$ cat src/rtl/parity_nibble_tx_if.sv
// Word handshake into the nibble link transmitter.
// master drives the word, slave answers ready.
interface parity_nibble_tx_if;
  logic       in_valid;
  logic [3:0] in_data;
  logic       in_ready;

  modport master (
    output in_valid,
    output in_data,
    input  in_ready
  );

  modport slave (
    input  in_valid,
    input  in_data,
    output in_ready
  );
endinterface

$ cat src/rtl/parity_nibble_tx.sv
// Serial transmitter for the parity-protected nibble link.
// Frame: start, d0..d3, p0, p1, stop; CLKS_PER_BIT clocks per slot.
module parity_nibble_tx #(
  parameter int CLKS_PER_BIT = 4
) (
  input  logic              clk,
  input  logic              rst,
  parity_nibble_tx_if.slave up,
  output logic              tx_out,
  output logic              tx_busy,
  output logic              frame_done
);

  localparam int DW =
    (CLKS_PER_BIT > 1) ? $clog2(CLKS_PER_BIT) : 1;
  localparam logic [DW-1:0] DIV_LAST =
    DW'(CLKS_PER_BIT - 1);

  typedef enum logic [2:0] {
    IDLE,
    START,
    DATA,
    PAR,
    STOP
  } state_t;

  state_t        state;
  logic [DW-1:0] div;
  logic [1:0]    bit_cnt;
  logic [5:0]    shreg;
  logic          slot_end;
  logic          accept;
  logic          last_next;
  logic          p0;
  logic          p1;

  assign up.in_ready = (state == IDLE) && !rst;
  assign accept      = up.in_valid && up.in_ready;
  assign slot_end    = (div == DIV_LAST);
  assign p0 = up.in_data[0] ^ up.in_data[1];
  assign p1 = up.in_data[0] ^ up.in_data[2]
            ^ up.in_data[3];

  // frame_done is registered, so flag the cycle
  // before the last stop-slot cycle
  if (CLKS_PER_BIT == 1) begin : g_one
    assign last_next = (state == PAR)
                    && (bit_cnt == 2'd1);
  end else begin : g_many
    localparam logic [DW-1:0] DIV_PEN =
      DW'(CLKS_PER_BIT - 2);
    assign last_next = (state == STOP)
                    && (div == DIV_PEN);
  end

  always_ff @(posedge clk) begin
    if (rst) begin
      state      <= IDLE;
      div        <= '0;
      bit_cnt    <= 2'd0;
      shreg      <= 6'd0;
      tx_out     <= 1'b1;
      tx_busy    <= 1'b0;
      frame_done <= 1'b0;
    end else begin
      frame_done <= last_next;
      if (state != IDLE) begin
        div <= slot_end ? '0 : div + 1'b1;
      end
      unique case (state)
        IDLE: begin
          if (accept) begin
            state   <= START;
            shreg   <= {p1, p0, up.in_data};
            tx_out  <= 1'b0;
            tx_busy <= 1'b1;
            div     <= '0;
            bit_cnt <= 2'd0;
          end
        end
        START: begin
          if (slot_end) begin
            state  <= DATA;
            tx_out <= shreg[0];
            shreg  <= {1'b0, shreg[5:1]};
          end
        end
        DATA: begin
          if (slot_end) begin
            tx_out  <= shreg[0];
            shreg   <= {1'b0, shreg[5:1]};
            bit_cnt <= bit_cnt + 2'd1;
            if (bit_cnt == 2'd3) begin
              state <= PAR;
            end
          end
        end
        PAR: begin
          if (slot_end) begin
            if (bit_cnt == 2'd1) begin
              state   <= STOP;
              tx_out  <= 1'b1;
              bit_cnt <= 2'd0;
            end else begin
              tx_out  <= shreg[0];
              shreg   <= {1'b0, shreg[5:1]};
              bit_cnt <= bit_cnt + 2'd1;
            end
          end
        end
        STOP: begin
          if (slot_end) begin
            state   <= IDLE;
            tx_busy <= 1'b0;
          end
        end
        default: state <= IDLE;
      endcase
    end
  end

endmodule

$ cat src/flat_wrapper.sv
// flat-port wrapper written by rule: the top's interface ports become plain ports
module parity_nibble_tx_flat 
#(
  parameter int CLKS_PER_BIT = 4
)
  (clk, rst, tx_out, tx_busy, frame_done, up_in_valid, up_in_data, up_in_ready);
  parity_nibble_tx_if up_i ();
  input  logic clk;
  input  logic rst;
  output logic tx_out;
  output logic tx_busy;
  output logic frame_done;
  input wire logic [$bits(up_i.in_valid)-1:0] up_in_valid;
  input wire logic [$bits(up_i.in_data)-1:0] up_in_data;
  output wire logic [$bits(up_i.in_ready)-1:0] up_in_ready;
  assign up_i.in_valid = up_in_valid;
  assign up_i.in_data = up_in_data;
  assign up_in_ready = up_i.in_ready;
  parity_nibble_tx #(.CLKS_PER_BIT(CLKS_PER_BIT)) u_core (.clk(clk), .rst(rst), .up(up_i), .tx_out(tx_out), .tx_busy(tx_busy), .frame_done(frame_done));
endmodule
$ cat config.mk
export PLATFORM = sky130hd
export DESIGN_NAME = parity_nibble_tx_flat
export DESIGN_NICKNAME = d
export VERILOG_FILES = /design/src/rtl/parity_nibble_tx_if.sv /design/src/rtl/parity_nibble_tx.sv /design/src/flat_wrapper.sv
export SDC_FILE = /design/constraint.sdc
export NUM_CORES = 1
export LEC_CHECK = 0
export ABC_AREA = 1
export CORE_MARGIN = 2
export CORE_UTILIZATION = 50
export DETAILED_ROUTE_END_ITERATION = 8
export PLACE_DENSITY = 0.72
export REMOVE_ABC_BUFFERS = 1
export SLEW_MARGIN = 20
export SYNTH_ARGS = -nofsm -noshare
export SYNTH_HDL_FRONTEND = slang
export SYNTH_SLANG_ARGS = --single-unit
$ cat constraint.sdc
create_clock -name clk -period 1.9 [get_ports clk]
set_input_delay 0.285 -clock clk [delete_from_list [all_inputs] [get_ports clk]]
set_output_delay 0.285 -clock clk [all_outputs]
set_load 0.005 [all_outputs]
==> results_dict.tcl <==
set metrics [dict create \
    ir_worst_vdd_mv 1.359 \
    htree_levels 1 \
    fin_crit_ps 1785 \
    path_class "reg -> out" \
    startpoint_type "flip-flop" \
    grt_max_degree 15 \
    async_flop_share_pct 0 \
    crit_arrival_ps 1500 \
    dp_hpwl_mm 1.535 \
    final_nets 188 \
    crit_path_max_fanout 9 \
    final_core_util_pct 60.86 \
    ff_latch_area_um2 324.1 \
    synthTopCellsByArea "dfxtp_1 (30%), nand2_1 (18%), nor2_1 (7.8%)" \
    route.met2.wl_um 935 \
    syn-instance-count 164 \
    rsz0062_at_grt "no" \
    top_level_ports 11 \
    end_kind "output pin" \
    yosys_warnings 0 \
    max-cap-violations 0 \
    cp.required_ps 1620 \
    synth_commonest_cells "nand2_1 (50), nor2_1 (22), inv_1 (19)" \
    timing.setup.tns_ps 0 \
    wl_mm 2.025 \
    route.met3.wl_um 96 \
    holdPathEnd "u_core.tx_out" \
    root_buffer "clkbuf_4" \
    finalClockSkew_ps 6.996 \
    viasPerCell 4.866 \
    area_growth_pct 13.55 \
    die_area_mm2 0.002509 \
    r2r_cells 8 \
    worst_pin_slew_ps 602.1 \
    synth.ff_latch_count 16 \
    start_util_pct 53.60 \
    max_freq_mhz 560.3 \
    drt-initial-drc-count 16 \
    yosysMostFrequentCell "nand2_1" \
    synth_top_area_cell "dfxtp_1" \
    syn_avg_cell_area_um2 6.477 \
    cts_sinks 16 \
    rows 16 \
    coreArea_mm2 0.001982 \
    seq_area_frac_synth_pct 30.15 \
    multi_input_area_um2 613.1 \
    grt_overflow 0 \
    highest_layer "met4" \
    num_vias 983 \
    cts_tree "yes" \
    numPortBuffers 10 \
    r2r-end "u_core.shreg[5]" \
    cts_buffers 3 \
    antennaDiodeCount 0 \
    grt_pass1_wl_mm 3.643 \
    slew_headroom_pct 59.59 \
    antenna_found_initial 0 \
    synth_top_cell_area_share_pct 30.15 \
    setup_ws_ps 115.2 \
    power_density_mw_per_mm2 1849 \
    wl_met1_um 981 \
    drt_pass1_iterations 4 \
    die_w_um 50.09 \
    cts_buffer_depth 2 \
    synth-edff-count 0 \
    total_power_mw 2.231 \
    min_period_over_period_pct 93.94 \
    place_ws_ps 195.6 \
    r2r_start "u_core.state[1]" \
    slew_viol_final 0 \
    grt_pass1_vias 854 \
    drc 0 \
    hold_class "reg -> reg" \
    r2r_setup_slack_ps 470 \
    p_leak_nw 0.5917 \
    hold_buffers 0 \
    die_h_um 50.09 \
    hold_slack_ps 482.1 \
    routabilityCongestion 0.8433 \
    hold_path.startpoint "u_core.tx_out" \
    setup_viol 0 \
    status "finished clean" \
    fillers 182 \
    synth_flop_cell "dfxtp_1" \
    post_drt_wl_per_cell_um 10.02 \
    hold_violations 0 \
    ys_types 23 \
    grt_usage_pct 19.04 \
    worstHoldPathCells 2 \
    path_clk_slew_ps 100 \
    drive_gt1_share_pct 11.43 \
    clock_latency_ps 300 \
    synth_area_mm2 0.001062 \
    postRouteAntennaNets 0 \
]
-- placed cells by master, fill, tap and decap left out, types with 3 or more instances in the layout --
cell type,synthesis,routed
nand2_2,4,4
a21oi_1,12,12
ha_1,5,5
dfxtp_2,0,3
inv_1,19,19
nand2_1,50,50
o21ai_0,5,5
clkdlybuf4s50_1,0,10
nand3b_1,5,5
nand3_1,9,9
dfxtp_1,16,13
nor2_1,22,22
clkbuf_4,0,3
-- logic make-up after synthesis --
logic type,share of synthesized area (%)
adder cells (fa/ha/maj),5.889
buffers and inverters,12.13
AO/OA/AOI/OAI,9.187
AND/OR/NAND/NOR,42.64
flip-flops,30.15
-- how the worst max path moves through the flow --
| stage | from | to | slack [ps] | depth (start not counted) |
|---|---|---|---|---|
| floorplan | rst | u_core.shreg[0] | 570 | 8 |
| global placement | rst | u_core.shreg[5] | 260 | 9 |
| detailed placement | rst | u_core.shreg[0] | 200 | 9 |
| CTS | u_core.state[1] | up_in_ready | 20 | 4 |
| global route | u_core.state[1] | up_in_ready | 4 | 4 |
| finish | u_core.state[1] | up_in_ready | 120 | 4 |
-- where the power goes --
group,internal (mW),switching [mW]
clock,0.117,0.115
sequential,0.493,0.154
combinational,0.546,0.806
total,1.16,1.08
-- critical path: stages, from the launching register on --
cell	delay, ps
dfxtp_2	390
nor2_4	140
nand2_1	90
nor2_1	90
clkdlybuf4s50_1	500
-- sequential cells by signal, indices dropped and copies added (netlist names) --
name               cells
u_core.tx_out          1
u_core.tx_busy         1
u_core.div             2
u_core.frame_done      1
u_core.state           3
u_core.shreg           6
u_core.bit_cnt         2
-- per-stage QoR --
step	cell area, µm²	instances
final	1206	202
after detailed placement	1159	197
after CTS	1202	202
after global routing	1206	202
after floorplan	1017	159
after global placement	1159	197
-- layer usage --
metal	up-vias	global-route usage, %
li1	530	-
met1	433	24.77
met2	18	29.61
met3	2	6.364
met4	0	5.556
met5	-	0
-- cell type report --
type | instances | area share, %
clock buffer | 4 | 3.008
inverter | 21 | 6.950
multi-input combinational | 122 | 50.83
sequential | 16 | 26.87
tap | 27 | 2.801
timing repair buffer | 12 | 9.544
-- repair_timing --
action / in CTS / in global routing
buffers inserted: 1 / 0
endpoints found under the setup margin: 1 / 1
gates cloned: 0 / 0
resized for setup: 0 / 3
pin swaps: 1 / 0
(Power assumes the default switching activity.)
